File: config.mk
export PLATFORM = sky130hd
export DESIGN_NAME = game_display_ctrl
export DESIGN_NICKNAME = d
export VERILOG_FILES = /design/src/rtl/game_display_ctrl.sv
export SDC_FILE = /design/constraint.sdc
export NUM_CORES = 1
export LEC_CHECK = 0
export ABC_AREA = 0
export CAP_MARGIN = 10
export CORE_UTILIZATION = 35
export CTS_BUF_LIST = sky130_fd_sc_hd__clkbuf_8
export DETAILED_ROUTE_END_ITERATION = 7
export HOLD_SLACK_MARGIN = 0.02
export SYNTH_ARGS = -nofsm -noshare
export SYNTH_HDL_FRONTEND = slang
export SYNTH_SLANG_ARGS = --single-unit
File: constraint.sdc
create_clock -name clk -period 2.6 [get_ports clk]
set_clock_uncertainty 0.1 [all_clocks]
set_input_delay 0.52 -clock clk [delete_from_list [all_inputs] [get_ports clk]]
set_output_delay 0.52 -clock clk [all_outputs]
set_load 0.05 [all_outputs]
File: src/rtl/game_display_ctrl.sv
// Guessing-game display sequencer: takes guesses, counts trials and drives the 7-segment decoder controls.
// Optional macro GAME_BLINK_WIN_EN: blink the winning number using the SWITCH_TICKS divider.
module game_display_ctrl #(
    parameter int unsigned MAX_TRIALS   = 9,
    parameter int unsigned SWITCH_TICKS = 500
) (
    input  logic        clk,
    input  logic        rst,
    input  logic        tick,
    input  logic        start,
    input  logic        guess_valid,
    input  logic [15:0] guess,
    input  logic [15:0] secret,
    output logic [15:0] data,
    output logic [3:0]  cnt,
    output logic        en,
    output logic        count_over,
    output logic        state,
    output logic        switch,
    output logic        win,
    output logic        err
);

    localparam int unsigned DIV_W = (SWITCH_TICKS > 1) ? $clog2(SWITCH_TICKS) : 1;
    localparam logic [DIV_W-1:0] DIV_LAST = DIV_W'(SWITCH_TICKS - 1);
    localparam logic [3:0]       CNT_LAST = 4'(MAX_TRIALS - 1);

    typedef enum logic [1:0] {IDLE, PLAY, WIN, LOSE} fsm_t;

    fsm_t             fsm;
    logic [DIV_W-1:0] div;
    logic             guess_ok;
    logic             div_wrap;

    // A guess is legal only if every digit is a BCD value.
    assign guess_ok = (guess[15:12] <= 4'd9) && (guess[11:8] <= 4'd9) &&
                      (guess[7:4]   <= 4'd9) && (guess[3:0]  <= 4'd9);
    assign div_wrap = (div == DIV_LAST);

    always_ff @(posedge clk or posedge rst) begin
        if (rst) begin
            fsm        <= IDLE;
            div        <= '0;
            data       <= '0;
            cnt        <= '0;
            en         <= 1'b0;
            count_over <= 1'b0;
            state      <= 1'b0;
            switch     <= 1'b0;
            win        <= 1'b0;
            err        <= 1'b0;
        end else begin
            err <= 1'b0;
            // start restarts from any state and drops a coincident guess
            if (start) begin
                fsm        <= PLAY;
                div        <= '0;
                data       <= '0;
                cnt        <= '0;
                en         <= 1'b0;
                count_over <= 1'b0;
                state      <= 1'b1;
                switch     <= 1'b0;
                win        <= 1'b0;
            end else begin
                case (fsm)
                    IDLE: begin
                    end
                    PLAY: begin
                        if (guess_valid) begin
                            if (!guess_ok) begin
                                err <= 1'b1;
                            end else begin
                                data <= guess;
                                cnt  <= cnt + 4'd1;
                                en   <= 1'b1;
                                // win is checked first so a correct final guess still wins
                                if (guess == secret) begin
                                    fsm <= WIN;
                                    win <= 1'b1;
                                    div <= '0;
                                end else if (cnt == CNT_LAST) begin
                                    fsm        <= LOSE;
                                    data       <= secret;
                                    count_over <= 1'b1;
                                    switch     <= 1'b0;
                                    div        <= '0;
                                end
                            end
                        end
                    end
                    WIN: begin
`ifdef GAME_BLINK_WIN_EN
                        if (tick) begin
                            if (div_wrap) begin
                                div <= '0;
                                en  <= ~en;
                            end else begin
                                div <= div + DIV_W'(1);
                            end
                        end
`endif
                    end
                    LOSE: begin
                        // alternate between secret and trial count
                        if (tick) begin
                            if (div_wrap) begin
                                div    <= '0;
                                switch <= ~switch;
                            end else begin
                                div <= div + DIV_W'(1);
                            end
                        end
                    end
                    default: fsm <= IDLE;
                endcase
            end
        end
    end

endmodule

==> impl_metrics.env <==
export IMPL_yosys_area_top_type="dfrtp_1"
export IMPL_wl_um=5025
export IMPL_synth_top_area_share=0.4663
export IMPL_crit_chain="clkdlybuf4s50_1 -> xnor2_1 -> nand4_1 -> nor4_4 -> o211ai_2 -> or2_1 -> o41ai_2"
export IMPL_syn_nets=248
export IMPL_fill_cells=525
export IMPL_routed_via_density=4.781
export IMPL_postSynth_asyncResetShare=1.000
export IMPL_reg2reg_from="cnt[0]$_DFFE_PP0P_"
export IMPL_synth_edff_count=0
export IMPL_dp_cells=363
export IMPL_path_max_fanout=6
export IMPL_h_tree_depth=2
export IMPL_r2r_end="div[8]$_DFFE_PP0P_"
export IMPL_relSlewSlack=0.5971
export IMPL_p_leak_uw=0.001244
export IMPL_clockBufferDepth=2
export IMPL_cts_root_buf="clkbuf_8"
export IMPL_seqPwrFrac=0.440
export IMPL_ys_seq_area_frac=0.4663
export IMPL_place_congestion=0.7789
export IMPL_fin_crit_sh=0.9602
export IMPL_grt_pass1_vias=1697
export IMPL_io_buffer_count=62
export IMPL_grt_start_max_net_pins=38
export IMPL_grt_pass1_wl_um=8397
export IMPL_yosys_area_share_simple=0.1632
export IMPL_cp_start_kind="primary input"
export IMPL_cp_end_kind="register"
export IMPL_clock_latency_ps=290
export IMPL_fp_dieH_um=77.32
export IMPL_finalNetCount=341
export IMPL_hp_start="state$_DFFE_PP0P_"
export IMPL_status="complete, no violations"
export IMPL_rows=27
export IMPL_whs_endpoint="state$_DFFE_PP0P_"
export IMPL_placed_area_mm2=0.002878
export IMPL_drtPass1Iterations=4
export IMPL_num_io_pins=63
export IMPL_min_path_cells=1
export IMPL_worst_path_largest_cell_delay_ps=540
export IMPL_drt_iter0_drc=77
export IMPL_setup_viol=0
export IMPL_syn_to_final_growth_pct=52.05
export IMPL_ys_seq_elements=37
export IMPL_min_path_type="register to register"
export IMPL_syn_avg_cell_area_um2=9.546
export IMPL_yosysWarnings=0
export IMPL_ff2ff_setup_slack_ps=530
export IMPL_synth_compound_area_frac=0.1544
export IMPL_core_area_mm2=0.005473
export IMPL_rsz0062_at_grt="false"
export IMPL_combPwrFrac=0.182
export IMPL_post_route_min_period_ps=2496
export IMPL_drv_slew=0
export IMPL_cts_tree="built"
export IMPL_antenna_found_initial=0
export IMPL_synthMuxAreaShare=0.08066
export IMPL_die_area_mm2=0.005978
export IMPL_syn_area_mm2=0.001986
export IMPL_synth_area_leaders="dfrtp_1 (47%), o21ai_0 (8.3%), mux2i_1 (8.1%), xnor2_1 (7.1%), nand2_1 (5.5%)"
export IMPL_power_density_mw_per_mm2=448.6
export IMPL_arrival_ps=2590
export IMPL_ir_worst_vdd_v=0.0002394
export IMPL_pwr_share_clk=0.378
export IMPL_dp_hpwl_um=3806
export IMPL_clkSinkCount=37
export IMPL_switching_power_uw=337.8
export IMPL_worstSetupPathType="primary input to register"
export IMPL_p_int_uw=1017
export IMPL_synth_xor_area_share=0.07940
export IMPL_drive_gt1_frac=0.1424
export IMPL_fin_area_mm2=0.003019
export IMPL_overflow=0
export IMPL_diodes=0
export IMPL_cp_required_ps=2690
export IMPL_netlist_instances=208
export IMPL_wl_per_cell_um=13.44
export IMPL_synth_flop_cell="dfrtp_1"
export IMPL_r2r_cells=8
export IMPL_initial_utilization=0.3628
export IMPL_antenna_left=0
export IMPL_numCtsBuffers=5
export IMPL_synth_cell_types=34
export IMPL_sw_frac_of_total=0.2494
export IMPL_tns_ps=0
export IMPL_synth_top_family_by_area="simple AND/OR/NAND/NOR gates"
export IMPL_clkTransAtPathRegs_ps=70
export IMPL_crit_slowest_cell="clkdlybuf4s50_1"
export IMPL_fp_dieW_um=77.32
export IMPL_fmax_mhz=400.6
export IMPL_power_uw=1354
export IMPL_hold_viol=0
export IMPL_num_vias=1788
export IMPL_stdcell_count=374
export IMPL_track_usage=0.1785
export IMPL_hold_slack_ps=369.3
export IMPL_tightest_slew_ps=603.0
export IMPL_detail_route_drc_violations=0
export IMPL_cap_violations=0
export IMPL_synth_adder_area_share=0.01890
critical path, delay by kind of cell:
kind	cells	cell delay [ps]
AND/OR/NAND/NOR	3	890
XOR/XNOR	1	130
buffers and inverters	1	540
AO/OA/AOI/OAI	2	490
registers in the layout, indices dropped and copies added (netlist names):
register,cells
data,16
div,9
cnt,4
fsm,2
count_over,1
en,1
err,1
state,1
switch,1
win,1
how the worst max path moves through the flow:
stage,from,to,slack (ps),depth (start not counted)
global placement,guess[10],div[8]$_DFFE_PP0P_,-260,7
global route,guess[14],div[8]$_DFFE_PP0P_,8,7
floorplan,secret[6],div[8]$_DFFE_PP0P_,420,7
CTS,secret[4],div[8]$_DFFE_PP0P_,40,7
finish,guess[14],div[8]$_DFFE_PP0P_,100,7
detailed placement,secret[4],div[8]$_DFFE_PP0P_,-250,7
power by group through the flow:
| stage | combinational (uW) | clock, uW | sequential (uW) |
|---|---|---|---|
| 4_1_cts | 249 | 524 | 596 |
| 5_1_grt | 265 | 552 | 597 |
| 2_1_floorplan | 68.1 | 0 | 650 |
| 6_report | 246 | 513 | 596 |
| 3_3_place_gp | 248 | 0 | 607 |
| 3_5_place_dp | 248 | 0 | 607 |
stage by stage:
step | worst slack, ps | utilization
2_1_floorplan | 422.4 | -
5_1_grt | 8.157 | 0.5517
3_5_place_dp | -253.4 | 0.5258
6_report | 103.5 | 0.5517
3_3_place_gp | -260.0 | 0.5258
4_1_cts | 43.86 | 0.5471
what timing repair did:
action,in CTS,in global routing
setup buffers,0,2
hold buffers,0,0
setup endpoints to repair,0,17
gates resized for setup,0,2
cell families after synthesis:
logic type	count (synthesis)
adders and majority gates	3
DFF	37
buffers and inverters	19
muxes	16
AOI/OAI and AO/OA	50
and+or+nand+nor	65
xor gates and xnor gates	18
metal layers:
metal,track usage,up-vias,part of all wire
met5,0,-,0
met4,0.04906,0,0.016
met3,0.04048,10,0.037
met2,0.2637,35,0.44
met1,0.2591,826,0.51
li1,-,917,-
layout make-up:
cell class,instances,area (um2),share of cell area
clock buffer,6,82.58,0.02735
clock inverter,2,33.78,0.01119
inverter,12,45.04,0.01492
multi-input combinational,152,991.0,0.3282
sequential,37,925.9,0.3067
tap,72,90.09,0.02984
timing repair buffer,93,850.8,0.2818
cell usage after synthesis (3+ instances only):
master     n
nand4_1    6
nand2_1   29
and3_1     3
nor2_1     8
inv_1     12
nand2b_1   4
ha_1       3
clkbuf_1   5
nand3_1    5
dfrtp_1   37
xnor2_1   16
mux2i_1   16
o211ai_1   3
o21ai_0   33
cell usage in the layout (no fill, tap or decap):
master / synthesis / routed
nand4_1: 6 / 6
o31ai_1: 2 / 2
a32o_1: 1 / 1
a41oi_1: 1 / 1
inv_1: 12 / 13
nor4_4: 1 / 1
a31oi_1: 2 / 2
o41ai_1: 2 / 2
o211ai_1: 3 / 3
nand3_1: 5 / 5
or2_2: 1 / 1
mux2i_1: 16 / 16
clkbuf_2: 0 / 1
nand2_1: 29 / 29
o41ai_2: 1 / 1
nor2_1: 8 / 8
xnor2_1: 16 / 16
or2_1: 0 / 1
a21oi_1: 2 / 2
clkdlybuf4s50_1: 0 / 62
nor2_4: 0 / 1
nor2b_1: 1 / 1
o32ai_1: 1 / 1
nand2b_1: 4 / 4
ha_1: 3 / 3
o21a_1: 1 / 1
and3_1: 3 / 3
o211ai_2: 1 / 1
clkbuf_8: 0 / 6
o21ai_0: 33 / 33
or4_1: 2 / 2
nand3b_1: 1 / 1
nor3_1: 2 / 2
bufinv_16: 0 / 1
xor2_1: 2 / 2
dfrtp_1: 37 / 37
buf_4: 0 / 30
Power figures use the tool's default switching activity.
